--- config.mk ---
export PLATFORM = sky130hd
export DESIGN_NAME = muldiv_issue_flat
export DESIGN_NICKNAME = d
export VERILOG_FILES = /design/src/rtl/muldiv_issue_if.sv /design/src/rtl/muldiv_issue.sv /design/src/flat_wrapper.sv
export SDC_FILE = /design/constraint.sdc
export NUM_CORES = 1
export LEC_CHECK = 0
export CORE_UTILIZATION = 44
export DETAILED_ROUTE_END_ITERATION = 12
export PLACE_DENSITY = 0.87
export RECOVER_POWER = 100
export SETUP_SLACK_MARGIN = 0.1
export SKIP_LAST_GASP = 1
export SLEW_MARGIN = 20
export SYNTH_ARGS = -nofsm -noshare
export SYNTH_HDL_FRONTEND = slang
export SYNTH_SLANG_ARGS = --single-unit
--- constraint.sdc ---
create_clock -name clk_i -period 2 [get_ports clk_i]
set_input_delay 0.4 -clock clk_i [delete_from_list [all_inputs] [get_ports clk_i]]
set_output_delay 0.4 -clock clk_i [all_outputs]
set_load 0.01 [all_outputs]
--- src/rtl/muldiv_issue_if.sv ---
// rtl/muldiv_issue_if.sv - request, unit and response signals of the mul/div issue controller
interface muldiv_issue_if;
    logic        req_valid_i;
    logic        req_ready_o;
    logic [7:0]  req_inst_i;
    logic [31:0] req_rs1_data_i;
    logic [31:0] req_rs2_data_i;
    logic [4:0]  req_rd_i;
    logic        flush_i;
    logic        busy_o;
    logic [7:0]  md_inst_o;
    logic [31:0] md_reg1_data_o;
    logic [31:0] md_reg2_data_o;
    logic [31:0] md_data_i;
    logic        md_ready_i;
    logic        rsp_valid_o;
    logic        rsp_ready_i;
    logic [31:0] rsp_data_o;
    logic [4:0]  rsp_rd_o;
    logic        rsp_timeout_o;

    modport slave (
        input  req_valid_i, req_inst_i, req_rs1_data_i, req_rs2_data_i, req_rd_i,
        input  flush_i, md_data_i, md_ready_i, rsp_ready_i,
        output req_ready_o, busy_o, md_inst_o, md_reg1_data_o, md_reg2_data_o,
        output rsp_valid_o, rsp_data_o, rsp_rd_o, rsp_timeout_o
    );

    modport master (
        output req_valid_i, req_inst_i, req_rs1_data_i, req_rs2_data_i, req_rd_i,
        output flush_i, md_data_i, md_ready_i, rsp_ready_i,
        input  req_ready_o, busy_o, md_inst_o, md_reg1_data_o, md_reg2_data_o,
        input  rsp_valid_o, rsp_data_o, rsp_rd_o, rsp_timeout_o
    );
endinterface

--- src/rtl/muldiv_issue.sv ---
// rtl/muldiv_issue.sv - issue/sequencing controller for the multi-cycle mul/div unit
module muldiv_issue #(
    parameter int TIMEOUT_CYC = 40,
    parameter int CNT_W       = 6
) (
    input  logic          clk_i,
    input  logic          rst_i,
    muldiv_issue_if.slave bus
);
    localparam logic [7:0] INST_MUL    = 8'h01;
    localparam logic [7:0] INST_MULH   = 8'h02;
    localparam logic [7:0] INST_MULHSU = 8'h03;
    localparam logic [7:0] INST_MULHU  = 8'h04;
    localparam logic [7:0] INST_DIV    = 8'h05;
    localparam logic [7:0] INST_DIVU   = 8'h06;
    localparam logic [7:0] INST_REM    = 8'h07;
    localparam logic [7:0] INST_REMU   = 8'h08;

    localparam logic [CNT_W-1:0] CNT_LAST = CNT_W'(TIMEOUT_CYC - 1);
    localparam logic [CNT_W-1:0] CNT_SAT  = CNT_W'(TIMEOUT_CYC);

    typedef enum logic [1:0] {
        S_IDLE,
        S_RUN,
        S_HOLD
    } state_t;

    state_t           state_q;
    state_t           state_d;
    logic [7:0]       inst_q;
    logic [31:0]      op1_q;
    logic [31:0]      op2_q;
    logic [31:0]      data_q;
    logic [4:0]       rd_q;
    logic [CNT_W-1:0] cnt_q;
    logic             timeout_q;
    logic             is_m;
    logic             accept;
    logic             run_timeout;
    logic             in_run;

    assign is_m = bus.req_inst_i inside {INST_MUL, INST_MULH, INST_MULHSU, INST_MULHU,
                                         INST_DIV, INST_DIVU, INST_REM, INST_REMU};

    assign bus.req_ready_o = (state_q == S_IDLE) && !bus.flush_i;
    assign accept          = bus.req_valid_i && bus.req_ready_o;
    assign run_timeout     = (cnt_q == CNT_LAST);
    assign in_run          = (state_q == S_RUN);

    // Outside RUN the unit sees opcode 0, which re-arms its iteration counter.
    assign bus.md_inst_o      = in_run ? inst_q : 8'h00;
    assign bus.md_reg1_data_o = in_run ? op1_q : 32'h0;
    assign bus.md_reg2_data_o = in_run ? op2_q : 32'h0;

    assign bus.busy_o        = (state_q != S_IDLE);
    assign bus.rsp_valid_o   = (state_q == S_HOLD);
    assign bus.rsp_data_o    = data_q;
    assign bus.rsp_rd_o      = rd_q;
    assign bus.rsp_timeout_o = timeout_q;

    always_comb begin
        state_d = state_q;
        if (bus.flush_i) begin
            state_d = S_IDLE;
        end else begin
            case (state_q)
                S_IDLE:  if (accept && is_m) state_d = S_RUN;
                S_RUN:   if (bus.md_ready_i || run_timeout) state_d = S_HOLD;
                S_HOLD:  if (bus.rsp_ready_i) state_d = S_IDLE;
                default: state_d = S_IDLE;
            endcase
        end
    end

    always_ff @(posedge clk_i) begin
        if (rst_i) begin
            state_q <= S_IDLE;
        end else begin
            state_q <= state_d;
        end
    end

    always_ff @(posedge clk_i) begin
        if (rst_i) begin
            inst_q    <= 8'h00;
            op1_q     <= 32'h0;
            op2_q     <= 32'h0;
            rd_q      <= 5'h0;
            data_q    <= 32'h0;
            cnt_q     <= '0;
            timeout_q <= 1'b0;
        end else begin
            case (state_q)
                S_IDLE: begin
                    if (accept && is_m) begin
                        inst_q    <= bus.req_inst_i;
                        op1_q     <= bus.req_rs1_data_i;
                        op2_q     <= bus.req_rs2_data_i;
                        rd_q      <= bus.req_rd_i;
                        cnt_q     <= '0;
                        timeout_q <= 1'b0;
                    end
                end
                S_RUN: begin
                    if (cnt_q != CNT_SAT) begin
                        cnt_q <= cnt_q + 1'b1;
                    end
                    // Unit result wins over the watchdog when both land in the same cycle.
                    if (!bus.flush_i) begin
                        if (bus.md_ready_i) begin
                            data_q <= bus.md_data_i;
                        end else if (run_timeout) begin
                            data_q    <= 32'h0;
                            timeout_q <= 1'b1;
                        end
                    end
                end
                default: ;
            endcase
        end
    end
endmodule

--- src/flat_wrapper.sv ---
// flat-port wrapper written by rule: the top's interface ports become plain ports
module muldiv_issue_flat 
#(
    parameter int TIMEOUT_CYC = 40,
    parameter int CNT_W       = 6
)
  (clk_i, rst_i, bus_req_valid_i, bus_req_inst_i, bus_req_rs1_data_i, bus_req_rs2_data_i, bus_req_rd_i, bus_flush_i, bus_md_data_i, bus_md_ready_i, bus_rsp_ready_i, bus_req_ready_o, bus_busy_o, bus_md_inst_o, bus_md_reg1_data_o, bus_md_reg2_data_o, bus_rsp_valid_o, bus_rsp_data_o, bus_rsp_rd_o, bus_rsp_timeout_o);
  muldiv_issue_if bus_i ();
  input  logic clk_i;
  input  logic rst_i;
  input wire logic [$bits(bus_i.req_valid_i)-1:0] bus_req_valid_i;
  input wire logic [$bits(bus_i.req_inst_i)-1:0] bus_req_inst_i;
  input wire logic [$bits(bus_i.req_rs1_data_i)-1:0] bus_req_rs1_data_i;
  input wire logic [$bits(bus_i.req_rs2_data_i)-1:0] bus_req_rs2_data_i;
  input wire logic [$bits(bus_i.req_rd_i)-1:0] bus_req_rd_i;
  input wire logic [$bits(bus_i.flush_i)-1:0] bus_flush_i;
  input wire logic [$bits(bus_i.md_data_i)-1:0] bus_md_data_i;
  input wire logic [$bits(bus_i.md_ready_i)-1:0] bus_md_ready_i;
  input wire logic [$bits(bus_i.rsp_ready_i)-1:0] bus_rsp_ready_i;
  output wire logic [$bits(bus_i.req_ready_o)-1:0] bus_req_ready_o;
  output wire logic [$bits(bus_i.busy_o)-1:0] bus_busy_o;
  output wire logic [$bits(bus_i.md_inst_o)-1:0] bus_md_inst_o;
  output wire logic [$bits(bus_i.md_reg1_data_o)-1:0] bus_md_reg1_data_o;
  output wire logic [$bits(bus_i.md_reg2_data_o)-1:0] bus_md_reg2_data_o;
  output wire logic [$bits(bus_i.rsp_valid_o)-1:0] bus_rsp_valid_o;
  output wire logic [$bits(bus_i.rsp_data_o)-1:0] bus_rsp_data_o;
  output wire logic [$bits(bus_i.rsp_rd_o)-1:0] bus_rsp_rd_o;
  output wire logic [$bits(bus_i.rsp_timeout_o)-1:0] bus_rsp_timeout_o;
  assign bus_i.req_valid_i = bus_req_valid_i;
  assign bus_i.req_inst_i = bus_req_inst_i;
  assign bus_i.req_rs1_data_i = bus_req_rs1_data_i;
  assign bus_i.req_rs2_data_i = bus_req_rs2_data_i;
  assign bus_i.req_rd_i = bus_req_rd_i;
  assign bus_i.flush_i = bus_flush_i;
  assign bus_i.md_data_i = bus_md_data_i;
  assign bus_i.md_ready_i = bus_md_ready_i;
  assign bus_i.rsp_ready_i = bus_rsp_ready_i;
  assign bus_req_ready_o = bus_i.req_ready_o;
  assign bus_busy_o = bus_i.busy_o;
  assign bus_md_inst_o = bus_i.md_inst_o;
  assign bus_md_reg1_data_o = bus_i.md_reg1_data_o;
  assign bus_md_reg2_data_o = bus_i.md_reg2_data_o;
  assign bus_rsp_valid_o = bus_i.rsp_valid_o;
  assign bus_rsp_data_o = bus_i.rsp_data_o;
  assign bus_rsp_rd_o = bus_i.rsp_rd_o;
  assign bus_rsp_timeout_o = bus_i.rsp_timeout_o;
  muldiv_issue #(.TIMEOUT_CYC(TIMEOUT_CYC), .CNT_W(CNT_W)) u_core (.clk_i(clk_i), .rst_i(rst_i), .bus(bus_i));
endmodule
==> key figures, run 1 <==
STA
  • Final setup fails: 4
  • Period minus WS final: 2.01 ns
  • Final Hold Violating Endpoints: 0
  • Setup TNS: -0.0137 ns
  • Relative slew margins: 64.2%
  • RSZ-0062 raised after global routing: yes
  • Slew Viols, Final: 0
  • Slew @ Worst Pin: 0.531 ns
  • Max Fclk: 0.499 GHz
  • Skew final: 0.00566 ns
  • Final Worst Setup Slack: -0.00530 ns
  • Tcrit/Tclk final: 100%

Final layout
  • Fill count: 910
  • Area Growth Syn to Fin: 59.8%
  • Layout cells sized above 1: 24.9%
  • Antenna diode count: 0
  • # nets final: 963
  • Cell area after layout: 0.00915 mm2

Clock tree
  • Clk Latency, worst-skew pair: 0.40 ns
  • CTS Hold Buffers Added: 0
  • Root Driver: clkbuf_16
  • CTS tree: yes
  • CTS buffer count: 17
  • Worst-path clk slew: 0.05 ns
  • CTS Buffer Depth: 2
  • H-tree depth: 4
  • Sink Count: 118

Critical path
  • Crit. End Element: output port
  • WP data arrival: 1.61 ns
  • Crit path max-delay cell type: dfxtp_2
  • Most numerous cell on the critical path: buf_6
  • CP required: 1.60 ns
  • Buf/Inv on CP: 4
  • Crit-path cells: and2b_4 > buf_6 > buf_12 > buf_6 > and2_4 > buf_6
  • Largest stage delay, worst path: 0.32 ns
  • Max FO, Critical Path: 6
  • Startpoint types: register
  • CP Class: register to output port
  • Delay-heaviest family, CP: simple AND/OR/NAND/NOR gates

Power and ir drop
  • Leakage power: 0.00353 uW
  • VDD IR-drop max: 0.436 mV
  • P per Cell Area: 627 mW/mm2
  • Int Power: 4590 uW
  • Net Sw Power: 1150 uW
  • Combinational Power Share: 7.7%
  • Sequential power share: 41.2%
  • Clk pwr share: 51.1%
  • Sw frac: 20.0%
  • Power, Total: 5740 uW

Floorplan
  • FP Rows: 41
  • Initial Util: 45.2%
  • Die X: 116 um
  • Chip height: 116 um
  • IO Pins: 228
  • Die area: 0.0135 mm2
  • Core Footprint: 0.0127 mm2

Drt
  • Starting DRT DRC Count: 286
  • Drt first pass iters: 4
  • DRT antenna net count: 0
  • Vias: 5,178
  • Drt drc: 0
  • Routed WL per cell: 16.3 um
  • Via density: 5.04
  • Total wire length: 16,800 um

Logic synthesis
  • Mean Syn Cell Area: 9.33 um2
  • Most frequent cells after synthesis: nand2b_1 (151), dfxtp_1 (118), mux2i_1 (73)
  • Cell Area, Synth: 0.00573 mm2
  • Synth top area cells: dfxtp_1 (41%), nand2b_1 (16%), mux2i_1 (13%), and2_1 (7.9%), o21ai_1 (3.1%)
  • Sequential area share after synthesis: 41.2%
  • Synth Register Bits: 118
  • Distinct cells, synth: 39
  • Top FF cell, synth: dfxtp_1
  • Synth Instances: 614
  • Post-synth top area share: 41.2%
  • Ys async rst share: 0%
  • Top-count cell post-synth: nand2b_1
  • Post-synth EDFFs: 0
  • Synth warnings: 0
  • Syn nets: 731
  • Post-synth top area cell: dfxtp_1

GRT
  • Tot GR Track Use: 23.1%
  • First-pass GRT wire length: 24,100 um
  • GR Overflow Total: 0
  • Vias in the first global route: 5,079
  • Largest net degree at the start of global routing: 93
  • Antenna violations before repair: 0

Status
  • Status: complete, but fails checks
  • Failing checks: negative setup slack

Place
  • Worst slack at placement: -0.178 ns
  • Detail Placement HPWL: 10,400 um
  • Area after DPL: 0.00811 mm2
  • Routability cong.: 0.738
  • Port buffer count: 227

Job
  • Max Cap Violations: 0

Hold path
  • HP Class: primary input to register
repair_timing:
| action | in CTS | in global routing |
|---|---|---|
| gates cloned | 3 | 6 |
| resized for setup | 261 | 177 |
| pin swaps | 0 | 51 |
| buffers inserted | 8 | 3 |
| setup endpoints to repair | 75 | 73 |
layout by cell type, fill, tap and decap left out, types with 3 or more instances in the layout:
cell type / instances
o21ai_0: 33
and2_1: 9
clkbuf_16: 22
dlygate4sd3_1: 38
dfxtp_1: 117
nand2b_1: 151
nor3b_2: 3
and2_4: 63
clkdlybuf4s50_1: 113
buf_2: 10
inv_1: 4
a21oi_1: 34
o21ai_1: 4
o211ai_1: 5
buf_4: 14
nor3_1: 3
mux2i_1: 73
clkbuf_8: 4
nand3_1: 33
buf_6: 69
buf_12: 8
clkbuf_1: 4
sequential cells by signal, summed over array words and instances (netlist names):
register / count
u_core.bus.rsp_data_o: 32
u_core.op1_q: 32
u_core.op2_q: 32
u_core.inst_q: 8
u_core.cnt_q: 6
u_core.bus.rsp_rd_o: 5
u_core.state_q: 2
u_core.bus.rsp_timeout_o: 1
power by group through the flow:
stage	combinational (uW)	sequential (uW)	clock [uW]
finish	440	2360	2930
detailed placement	442	2410	0
global placement	435	2410	0
floorplan	163	2410	0
global route	468	2360	3080
CTS	446	2360	2980
path summary, 6_finish.rpt:
path,from,to,slack (ns),cells past startpoint
worst min-delay path,rst_i,u_core.bus.rsp_data_o[23],0.42,2
worst max-delay path,u_core.state_q[1],bus_md_reg2_data_o[4],-0.005,6
worst max register to register,u_core.state_q[1],u_core.op2_q[21],0.06,8
worst min register to register,u_core.bus.rsp_data_o[8],u_core.bus.rsp_data_o[8],0.47,2
kinds of logic (layout without fill, tap and decap cells):
group / count (synthesis) / after routing / synth area share, %
simple gates: 283 / 283 / 31.5
flops: 118 / 118 / 41.2
compound gates: 82 / 82 / 7.78
mux: 73 / 73 / 12.8
buf+inv: 55 / 297 / 5.99
fa+ha+maj: 2 / 2 / 0.437
xor+xnor: 1 / 1 / 0.284
stage by stage:
step                hold WS [ns]  instances  utilization [%]
global placement           0.453        980             64.0
finish                     0.421       1028             72.2
floorplan                  0.444        614                -
global route               0.436       1028             72.2
detailed placement         0.460        980             64.0
CTS                        0.392       1020             68.9
cell type report:
| cell class | instances | area (um2) | area share, % |
|---|---|---|---|
| clock inverter | 4 | 70.1 | 0.766 |
| sequential | 118 | 2360 | 25.8 |
| tap | 172 | 215 | 2.35 |
| timing repair buffer | 263 | 2820 | 30.8 |
| inverter | 5 | 18.8 | 0.205 |
| clock buffer | 25 | 495 | 5.42 |
| multi-input combinational | 441 | 3170 | 34.6 |
metal layers:
layer | up-vias | GRT usage (%) | wire length [um]
met5 | - | 0 | 0
met4 | 0 | 11.5 | 375
met3 | 32 | 6.22 | 1050
met2 | 188 | 40.7 | 8550
met1 | 2458 | 25.8 | 6800
li1 | 2500 | - | -
(Power assumes the default switching activity.)
==> inputs of run 2 (changes only) <==
--- a/config.mk
+++ b/config.mk
@@ -5,9 +5,11 @@
 export SDC_FILE = /design/constraint.sdc
 export NUM_CORES = 1
 export LEC_CHECK = 0
-export CORE_UTILIZATION = 44
+export CORE_MARGIN = 2
+export CORE_UTILIZATION = 45
 export DETAILED_ROUTE_END_ITERATION = 12
-export PLACE_DENSITY = 0.87
+export DONT_BUFFER_PORTS = 1
+export PLACE_DENSITY = 0.66
 export RECOVER_POWER = 100
 export SETUP_SLACK_MARGIN = 0.1
 export SKIP_LAST_GASP = 1
==> run 2 against run 1 <==
The flow now finishes without violations. Setup slack better by 0.097 ns. Sequential power barely moved. Hold slack lost 0.37 ns. Total power is 2.6% higher. Clock skew grew 0.0029 ns. First-iteration DRC count fell by 9.1%. Non-clock buffer count is 250 lower. Fmax up 5.1%. Via count decreased by 21%. Highest routed layer unchanged. Global-route usage shrank 4.9 points.
==> key figures, run 2 (synthesis gave the netlist of run 1 again) <==
Drt
  • Via density: 5.23
  • Drt drc: 0
  • Drt first pass iters: 4
  • Total wire length: 13,300 um
  • Vias: 4,086
  • Starting DRT DRC Count: 260
  • DRT antenna net count: 0
  • Routed WL per cell: 17.0 um

Floorplan
  • Core Footprint: 0.0125 mm2
  • FP Rows: 41
  • Die area: 0.0136 mm2
  • Chip height: 117 um
  • IO Pins: 228
  • Initial Util: 45.8%
  • Die X: 117 um

Clock tree
  • CTS buffer count: 17
  • Clk Latency, worst-skew pair: 0.41 ns
  • H-tree depth: 4
  • CTS Buffer Depth: 2
  • Sink Count: 118
  • CTS tree: yes
  • CTS Hold Buffers Added: 0
  • Root Driver: clkbuf_16
  • Worst-path clk slew: 0.05 ns

Place
  • Routability cong.: 0.767
  • Detail Placement HPWL: 8120 um
  • Cells after DPL: 744
  • Port buffer count: 0

Status
  • Status: completed

STA
  • Final setup fails: 0
  • Relative slew margins: 62.1%
  • Max Fclk: 0.524 GHz
  • Slew Viols, Final: 0
  • Setup TNS: 0 ns
  • Worst hold slack: 0.0535 ns
  • RSZ-0062 raised after global routing: yes
  • Skew final: 0.00853 ns
  • Tcrit/Tclk final: 95.4%
  • Final Hold Violating Endpoints: 0
  • Slew @ Worst Pin: 0.562 ns
  • Period minus WS final: 1.91 ns

Power and ir drop
  • Leakage power: 0.00215 uW
  • P per Cell Area: 905 mW/mm2
  • VDD IR-drop max: 0.651 mV
  • Combinational Power Share: 2.1%
  • Int Power: 4780 uW
  • Sw frac: 18.8%
  • Sequential power share: 40.2%
  • Net Sw Power: 1110 uW
  • Clk pwr share: 57.7%

GRT
  • GR Overflow Total: 0
  • Largest net degree at the start of global routing: 193
  • First-pass GRT wire length: 19,100 um
  • Antenna violations before repair: 1
  • Tot GR Track Use: 18.2%
  • Vias in the first global route: 3,811

Final layout
  • Layout cells sized above 1: 13.6%
  • Final std cells w/o fill: 782
  • Most frequent cells in the layout: nand2b_1 (151), dfxtp_1 (116), mux2i_1 (73)
  • # nets final: 713
  • Final Util: 51.9%
  • Area Growth Syn to Fin: 13.5%
  • Register area: 0.00236 mm2
  • Multi-input gate area: 0.00308 mm2
  • Fill count: 1,177
  • Most common cell after layout, fill and taps aside: nand2b_1

Critical path
  • Startpoint types: register
  • Max FO, Critical Path: 14
  • Crit. End Element: output port
  • WP data arrival: 1.51 ns
  • CP Class: register to output port
  • CP required: 1.60 ns

Job
  • Max Cap Violations: 0

Hold path
  • HP Class: primary input to register
-- run 2: cell types whose count changed in the layout (fill, tap and decap cells not counted), moves of 2 or more --
cell	before	now
buf_2	10	1
buf_6	69	2
and2_0	0	38
clkdlybuf4s50_1	113	0
buf_4	14	4
buf_12	8	3
and2_4	63	25
dlygate4sd3_1	38	0
clkbuf_16	22	17
bufinv_16	2	5
dlygate4sd2_1	2	0
-- run 2: critical path: stages (launching register included) --
cell	delay (ns)
dfxtp_2	0.34
and2b_4	0.28
buf_12	0.12
buf_16	0.14
and2_0	0.20
-- run 2: final timing paths --
path	startpoint	end	slack, ns	cells past startpoint
worst max-delay path	u_core.state_q[1]	bus_md_reg2_data_o[23]	0.09	4
worst min-delay path	bus_flush_i	u_core.state_q[1]	0.05	1
worst max register to register	u_core.state_q[1]	u_core.op2_q[21]	0.13	5
worst min register to register	u_core.op1_q[21]	u_core.op1_q[21]	0.47	2
-- run 2: what timing repair did --
action,4_1_cts,5_1_grt
endpoints found under the setup margin,72,68
resized for setup,18,33
hold endpoints to repair,0,0
buffers inserted,2,0
cloned,2,1
-- run 2: area by class of cell --
type	instances	area share [%]
multi-input combinational	441	47.4
sequential	118	36.4
clock buffer	24	7.56
tap	172	3.31
clock inverter	8	2.58
timing repair buffer	13	2.42
inverter	5	0.289
antenna	1	0.0385
-- run 2: stage by stage --
step	setup slack, ns	power, uW	cell area [um2]
detailed placement	0.267	2540	5720
global placement	0.294	2540	5720
CTS	0.0722	5940	6500
global route	0.0344	6080	6500
floorplan	0.419	2580	5730
finish	0.0921	5880	6500
-- run 2: metal layers --
metal	vias up	wire (um)	global-route usage [%]
met5	-	0	0
li1	2006	-	-
met1	1907	5380	20.7
met3	16	1190	8.86
met4	0	205	6.98
met2	157	6480	29.7
-- run 2: power by group through the flow --
stage	Sequential, uW	Clock, uW	Combinational, uW
final	2360	3400	125
after global routing	2360	3580	137
after CTS	2360	3450	131
after detailed placement	2410	0	129
after global placement	2410	0	127
after floorplan	2410	0	163
==> inputs of run 3 (changes only) <==
--- a/config.mk
+++ b/config.mk
@@ -7,10 +7,11 @@
 export LEC_CHECK = 0
 export CORE_MARGIN = 2
 export CORE_UTILIZATION = 45
+export CTS_BUF_LIST = sky130_fd_sc_hd__clkbuf_16
 export DETAILED_ROUTE_END_ITERATION = 12
 export DONT_BUFFER_PORTS = 1
 export PLACE_DENSITY = 0.66
-export RECOVER_POWER = 100
+export RECOVER_POWER = 25
 export SETUP_SLACK_MARGIN = 0.1
 export SKIP_LAST_GASP = 1
 export SLEW_MARGIN = 20
==> run 3 against run 2 <==
First-iteration DRC count decreased by 14%. Highest routed layer unchanged. Critical path depth did not move. Critical endpoint is now bus_md_inst_o[3]. Die area did not move. Clock skew shrank 0.00069 ns. Clock power shrank 5%. Utilization is 0.38 points higher. Flip-flop and latch count did not move. Global-route usage is essentially flat. Register-to-register slack is essentially flat. Fmax increased by 0.18%. Setup slack gained 0.0034 ns. Design area is 0.73% higher.
==> key figures, run 3 (synthesis gave the netlist of run 1 again) <==
Critical path
  • Buf/Inv on CP: 2
  • Internal reg-to-reg setup slack: 0.13 ns
  • CP required: 1.60 ns
  • Startpoint types: register
  • FF-to-FF End: u_core.op2_q[21]
  • R2R Path Start: u_core.state_q[1]
  • Worst setup path end: bus_md_inst_o[3]
  • Crit. End Element: output port
  • Crit-path cells: and2b_4 > buf_12 > clkbuf_16 > and2_4
  • WP data arrival: 1.50 ns
  • Worst-case reg-to-reg path depth: 5
  • Delay-heaviest family, CP: simple AND/OR/NAND/NOR gates
  • CP Class: register to output port
  • Max FO, Critical Path: 10
  • Critical path origin: u_core.state_q[1]
  • Largest stage delay, worst path: 0.34 ns
  • Crit path max-delay cell type: dfxtp_2
  • Worst path depth: 4

Floorplan
  • Chip height: 117 um
  • Core Footprint: 0.0125 mm2
  • Die X: 117 um
  • Die area: 0.0136 mm2
  • Initial Util: 45.8%
  • IO Pins: 228
  • FP Rows: 41

Final layout
  • Most frequent cells in the layout: nand2b_1 (151), dfxtp_1 (116), mux2i_1 (73)
  • # nets final: 713
  • Cell area after layout: 0.00655 mm2
  • Area Growth Syn to Fin: 14.4%
  • Most common cell after layout, fill and taps aside: nand2b_1
  • Layout cells sized above 1: 16.4%

Drt
  • Vias: 4,073
  • DRT antenna net count: 0
  • Via density: 5.21
  • Total wire length: 13,300 um
  • Drt drc: 0
  • Starting DRT DRC Count: 223
  • Drt first pass iters: 4
  • Routed WL per cell: 17.0 um

GRT
  • GRT busiest layer: met2
  • Vias in the first global route: 3,816
  • GR Overflow Total: 0
  • Antenna violations before repair: 1
  • Met2 usage: 29.7%
  • GR Util met3: 8.86%
  • Met1 Usage GRT: 20.7%
  • Tot GR Track Use: 18.2%
  • First-pass GRT wire length: 19,100 um
  • Largest net degree at the start of global routing: 193

Power and ir drop
  • P per Cell Area: 872 mW/mm2
  • Leakage power: 0.00222 uW
  • VDD IR-drop max: 0.600 mV

Place
  • Area after DPL: 0.00572 mm2
  • Detail Placement HPWL: 8120 um
  • Routability cong.: 0.767
  • Port buffer count: 0

STA
  • Skew final: 0.00784 ns
  • RSZ-0062 raised after global routing: yes
  • Slew Viols, Final: 0
  • Period minus WS final: 1.90 ns
  • Relative slew margins: 64.0%
  • Max Fclk: 0.525 GHz
  • Slew @ Worst Pin: 0.541 ns
  • Tcrit/Tclk final: 95.2%
  • Final setup fails: 0
  • Final Hold Violating Endpoints: 0
  • Setup TNS: 0 ns
  • Worst hold slack: 0.0537 ns

Clock tree
  • CTS buffer count: 17
  • CTS tree: yes
  • Sink Count: 118
  • H-tree depth: 4
  • Root Driver: clkbuf_16
  • CTS Buffer Depth: 2
  • Worst-path clk slew: 0.05 ns
  • Clk Latency, worst-skew pair: 0.41 ns

Status
  • Status: completed

Job
  • Max Cap Violations: 0

Hold path
  • HP Class: primary input to register
## run 3: per-stage QoR
| step | setup slack (ns) | total power (uW) | util, % | std cells |
|---|---|---|---|---|
| 3_3_place_gp | 0.294 | 2540 | 45.7 | 744 |
| 5_1_grt | 0.0407 | 5910 | 52.3 | 781 |
| 3_5_place_dp | 0.267 | 2540 | 45.7 | 744 |
| 2_1_floorplan | 0.419 | 2580 | - | 614 |
| 4_1_cts | 0.0732 | 5770 | 51.6 | 780 |
| 6_report | 0.0955 | 5710 | 52.3 | 782 |
## run 3: what timing repair did
action | 4_1_cts | 5_1_grt
buffers inserted | 2 | 0
hold buffers | 0 | 0
pin swaps | 0 | 0
resized for setup | 18 | 33
cloned | 2 | 1
setup endpoints to repair | 72 | 68
## run 3: metal layers
layer  wire length, um  share of wire (%)  up-vias
li1                  -                  -     2014
met2              6390                 48      143
met5                 0                  0        -
met4               218                1.6        0
met3              1200                9.0       17
met1              5460                 41     1899
## run 3: worst min path at each step
stage | endpoint | from | cells past startpoint
floorplan | u_core.inst_q[0] | u_core.inst_q[0] | 2
global placement | u_core.op1_q[26] | u_core.op1_q[26] | 2
detailed placement | u_core.inst_q[3] | u_core.inst_q[3] | 2
CTS | u_core.state_q[1] | bus_flush_i | 1
global route | u_core.state_q[1] | bus_flush_i | 1
finish | u_core.state_q[1] | bus_flush_i | 1
## run 3: final cells by class
type	count	area, um2
clock buffer	17	425
tap	172	215
clock inverter	15	194
sequential	118	2360
multi-input combinational	441	3140
antenna	1	2.50
timing repair buffer	13	193
inverter	5	18.8
fill	1165	5970
## run 3: power breakdown
part           switching (uW)  internal (uW)
sequential               3.93           2360
clock                    1050           2170
combinational            49.0           78.7
total                    1100           4610
==> patch 1 (settings of run 3) <==
Reset style: asynchronous (`rst_i`), changed in 2 clocked blocks.
--- a/src/rtl/muldiv_issue.sv
+++ b/src/rtl/muldiv_issue.sv
@@ -72,7 +72,7 @@
         end
     end
 
-    always_ff @(posedge clk_i) begin
+    always_ff @(posedge clk_i or posedge rst_i) begin
         if (rst_i) begin
             state_q <= S_IDLE;
         end else begin
@@ -80,7 +80,7 @@
         end
     end
 
-    always_ff @(posedge clk_i) begin
+    always_ff @(posedge clk_i or posedge rst_i) begin
         if (rst_i) begin
             inst_q    <= 8'h00;
             op1_q     <= 32'h0;
Formal check against the unedited RTL: differs if rst_i is asserted again (counterexample within 4 cycles, from zero or initial values and one cycle with rst_i high); with rst_i held inactive, the same outputs for 4 cycles.
==> patch 1 against run 3 <==
Hold slack gained 2.9 ps; critical path type unchanged; sequential cell count is the same; register-to-register slack gained 100 ps; cell area shrank 6.6%; synthesized area shrank 7.6%; wire length shrank 20%; via count shrank 27%; worst setup slack lost 30 ps; critical endpoint is now bus_md_reg1_data_o[5].
Power is not compared: it rests on default switching activity, and its combinational part moved more than twofold at a synthesized area within 25%.
==> patch 1: results (changes against run 3) <==
[yosys]
synth-adder-area-share = 0.00473  ; was 0.00437
synth_cell_type_count = 32  ; was 39
ys_seq_area_frac = 0.558  ; was 0.412
synth_common_cells = dfrtp_1, and2_1, mux2_4  ; was nand2b_1, dfxtp_1, mux2i_1
synthMuxAreaShare = 0.203  ; was 0.128
syn-num-nets = 497  ; was 731
async_reset_ff_frac = 1.00  ; was 0
synthCells = 380  ; was 614
synthXorXnorAreaFrac = 0.00165  ; was 0.00284
synthTopCellsByArea = dfrtp_1, mux2_4, and2_1  ; was dfxtp_1, nand2b_1, mux2i_1

[cells_and_area]
n_all_buffers = 15  ; was 13
nets = 508  ; was 713
antennaDiodeCount = 0  ; was 1
clk_share = 0.0964  ; was 0.0946
regArea_um2 = 2950  ; was 2360 µm²
stdcell_count = 547  ; was 782
drive_above_1_share = 0.359  ; was 0.164
buffer_area_frac = 0.0282  ; was 0.0294

[global_route]
grt_max_degree = 81  ; was 193

[status]
status = complete, no violations  ; unchanged

[critical_path]
crit_end = bus_md_reg1_data_o[5]  ; was bus_md_inst_o[3]
cp.arrival_ps = 1530  ; was 1500 ps
worstSetupStartpoint = u_core.state_q[1]$_DFFE_PP0P_  ; was u_core.state_q[1]$_SDFFE_PP0P_
rr_startpoint = u_core.cnt_q[0]$_DFFE_PP0P_  ; was u_core.state_q[1]$_SDFFE_PP0P_
crit_fanout = 42  ; was 10
rr_worst_depth = 7  ; was 5

[sta]
finClkSkew_ps = 5.88  ; was 7.84 ps
tightest_slew_ps = 1070  ; was 541 ps
fmax_ghz = 0.517  ; was 0.525 GHz

[routing]
wl_met1_um = 4300  ; was 5460 µm
wl_met3_um = 1060  ; was 1200 µm
vias = 2972  ; was 4073

[cts]
post_cts_resized = 19  ; was 18
post_cts_buffers = 0  ; was 2

[placed_design]
dpl_cell_area_um2 = 5460  ; was 5720 µm²
pre_cts_slack_ps = 39.3  ; was 267 ps
place_hpwl_um = 7450  ; was 8120 µm
finalWeightedCongestion = 0.782  ; was 0.767

[patch 1: cell types whose count changed after synthesis, sizes merged, moves of 31 or more]
cell           run 3  this run
dfrtp              0       118
mux2               0        73
dfxtp            118         0
a22o               0        34
o21ai             37         2
nand3             34         2
mux2i             73         3
a21oi             34         3
nand2b           151         2
[patch 1: how the worst min path moves through the flow]
stage                                    end  slack, ps                          from  cells past startpoint
3_3_place_gp    u_core.op1_q[14]$_DFFE_PP0P_        440                         rst_i                      2
3_5_place_dp    u_core.op1_q[15]$_DFFE_PP0P_        450                         rst_i                      2
6_report       u_core.state_q[0]$_DFFE_PP0P_         60                   bus_flush_i                      1
5_1_grt        u_core.state_q[0]$_DFFE_PP0P_         30                   bus_flush_i                      1
2_1_floorplan   u_core.inst_q[4]$_DFFE_PP0P_        440  u_core.inst_q[4]$_DFFE_PP0P_                      1
4_1_cts         u_core.op1_q[14]$_DFFE_PP0P_         10                         rst_i                      2
==> patch 2 (settings of run 3) <==
Made on the original files. `CNT_W` is set to 6 in 2 places; all go to 8.
--- a/src/rtl/muldiv_issue.sv
+++ b/src/rtl/muldiv_issue.sv
@@ -1,7 +1,7 @@
 // rtl/muldiv_issue.sv - issue/sequencing controller for the multi-cycle mul/div unit
 module muldiv_issue #(
     parameter int TIMEOUT_CYC = 40,
-    parameter int CNT_W       = 6
+    parameter int CNT_W       = 8
 ) (
     input  logic          clk_i,
     input  logic          rst_i,
--- a/src/flat_wrapper.sv
+++ b/src/flat_wrapper.sv
@@ -2,7 +2,7 @@
 module muldiv_issue_flat 
 #(
     parameter int TIMEOUT_CYC = 40,
-    parameter int CNT_W       = 6
+    parameter int CNT_W       = 8
 )
   (clk_i, rst_i, bus_req_valid_i, bus_req_inst_i, bus_req_rs1_data_i, bus_req_rs2_data_i, bus_req_rd_i, bus_flush_i, bus_md_data_i, bus_md_ready_i, bus_rsp_ready_i, bus_req_ready_o, bus_busy_o, bus_md_inst_o, bus_md_reg1_data_o, bus_md_reg2_data_o, bus_rsp_valid_o, bus_rsp_data_o, bus_rsp_rd_o, bus_rsp_timeout_o);
   muldiv_issue_if bus_i ();
Behaviour: no difference found for any inputs over 4 cycles, from zero or initial values and one cycle with rst_i high; that may be too few to reach the edited logic, so the function may still have changed.
==> patch 2 against run 3 <==
Wire length down 4.2%; clock power down 9.3%; cell count up 1.3%; sequential cell count up 2; utilization down 0.76 points; fmax up 3.3%; non-clock buffer count unchanged; worst setup slack better by 62 ps; total power down 4.5%; cell area down 1.5%; synthesized area down 0.33%; largest cell class unchanged.
==> patch 2: results (changes against run 3) <==
[cts]
clk_path_buf_depth = 2  ; unchanged
numCtsBuffers = 17  ; unchanged
cts_htree_levels = 4  ; unchanged
root_buffer = clkbuf_16  ; unchanged
clkLatencyLatePin_ps = 410  ; about the same
clk_pin_slew_ps = 50  ; about the same

[placed_design]
finalWeightedCongestion = 0.682  ; was 0.767
port_buffers = 0  ; unchanged
place_hpwl_um = 8200  ; was 8120 µm

[global_route]
antenna_found_initial = 0  ; was 1
grt_pass1_vias = 3992  ; was 3816
grt_pass1_wl_um = 18700  ; was 19100 µm
grt_max_degree = 195  ; was 193
grt_usage = 0.175  ; was 0.182

[critical_path]
slowest_delay_ps = 350
cp_top_family = simple AND/OR/NAND/NOR gates  ; unchanged
crit_slowest_cell = dfxtp_2  ; unchanged
cp.arrival_ps = 1440  ; was 1500 ps
crit_fanout = 27  ; was 10

[cells_and_area]
antennaDiodeCount = 0  ; was 1
fill_cells = 1199  ; was 1165
nets = 726  ; was 713
drive_above_1_share = 0.115  ; was 0.164

[yosys]
synth_common_cells = nand2b_1, dfxtp_1, and2_1, mux2i_1  ; was nand2b_1, dfxtp_1, mux2i_1
async_reset_ff_frac = 0  ; unchanged
synth_cell_type_count = 41  ; was 39
ys_seq_area_frac = 0.421  ; was 0.412
ys_warn_count = 0  ; unchanged
synthTopCellsByArea = dfxtp_1, nand2b_1, mux2i_1  ; unchanged
ys.flop_type = dfxtp_1  ; unchanged
syn-num-nets = 747  ; was 731

[routing]
wl_um = 12700  ; was 13300 µm
drt_iter0_drc = 139  ; was 223
first_pass_iters = 5  ; was 4
viasPerCell = 5.24  ; was 5.21

[sta]
finClkSkew_ps = 6.09  ; was 7.84 ps
max_slew_margin = 0.680  ; was 0.640

[power]
peakVddDrop_mv = 0.424  ; was 0.600 mV
p_int_mw = 4.39  ; was 4.61 mW
p_leak_nw = 2.16  ; was 2.22 nW

[status]
status = complete, no violations  ; unchanged

[run]
maxCapViolations = 0  ; unchanged

[min_path]
hp-class = in -> reg  ; unchanged

[patch 2: cell types whose count changed after synthesis, sizes merged, moves of 2 or more]
cell and change:
nor2b +2, nand2b -3, dfxtp +2, clkbuf +3
nand3b +2, xor2 +2, or4b +2, nand2 +3
o211ai -2, a21oi +2, or3 +2
[patch 2: metal layers]
layer,up-vias,part of all wire,global-route usage
met3,16,0.098,0.0784
li1,2058,-,-
met2,169,0.46,0.288
met1,1909,0.43,0.198
met4,0,0.015,0.0745
met5,-,0,0
[patch 2: cell type report]
cell class	count	share of cell area
inverters	5	0.00291
clock buffers	17	0.0659
multi-input cells	452	0.479
repair buffers	13	0.0250
flip-flops and latches	120	0.372
clock inverters	13	0.0217
well taps	172	0.0333
[patch 2: worst register-to-register path: stages (launching register included)]
cell and delay (ps):
dfxtp_1 340, or4b_4 560, o31ai_2 470, o211ai_1 170
a21oi_1 170
[patch 2: per-stage QoR]
stage	cells	power [mW]	utilization	instance area, µm²	setup slack, ps
3_3_place_gp	758	2.58	0.463	5790	154
6_report	792	5.45	0.516	6450	157
2_1_floorplan	630	2.61	-	5710	175
5_1_grt	792	5.66	0.516	6450	77.0
3_5_place_dp	758	2.58	0.463	5790	109
4_1_cts	789	5.53	0.509	6370	36.3
[patch 2: final timing paths]
| kind | from | end | slack [ps] | depth (start not counted) |
|---|---|---|---|---|
| max reg2reg | u_core.cnt_q[4]$_SDFFE_PP0P_ | u_core.cnt_q[6]$_SDFFE_PP0P_ | 230 | 4 |
| max | u_core.state_q[0]$_SDFFE_PP0P_ | bus_md_reg1_data_o[6] | 160 | 4 |
| min reg2reg | u_core.op1_q[10]$_SDFFE_PP0P_ | u_core.op1_q[10]$_SDFFE_PP0P_ | 470 | 2 |
| min | bus_req_inst_i[3] | u_core.inst_q[3]$_SDFFE_PP0P_ | 140 | 2 |
[patch 2: repair_timing]
item | CTS | global route
pin swaps | 0 | 1
cloned | 0 | 2
setup buffers | 1 | 1
endpoints found under the setup margin | 72 | 71
resized for setup | 0 | 22
[patch 2: cell families (layout without fill, tap and decap cells)]
| family | Yosys count | after routing | share of synthesized area |
|---|---|---|---|
| muxes | 72 | 72 | 0.126 |
| DFF | 120 | 120 | 0.421 |
| and+or+nand+nor | 292 | 292 | 0.313 |
| AOI/OAI and AO/OA | 83 | 83 | 0.0833 |
| adders and majority gates | 2 | 2 | 0.00438 |
| buffers and inverters | 58 | 48 | 0.0476 |
| xor gates and xnor gates | 3 | 3 | 0.00460 |
[patch 2: power groups by stage]
stage | Combinational, mW | Sequential, mW | Clock, mW
after floorplan | 0.160 | 2.45 | 0
after global placement | 0.123 | 2.45 | 0
after detailed placement | 0.128 | 2.45 | 0
after CTS | 0.129 | 2.40 | 3.00
after global routing | 0.137 | 2.40 | 3.12
final | 0.125 | 2.40 | 2.92
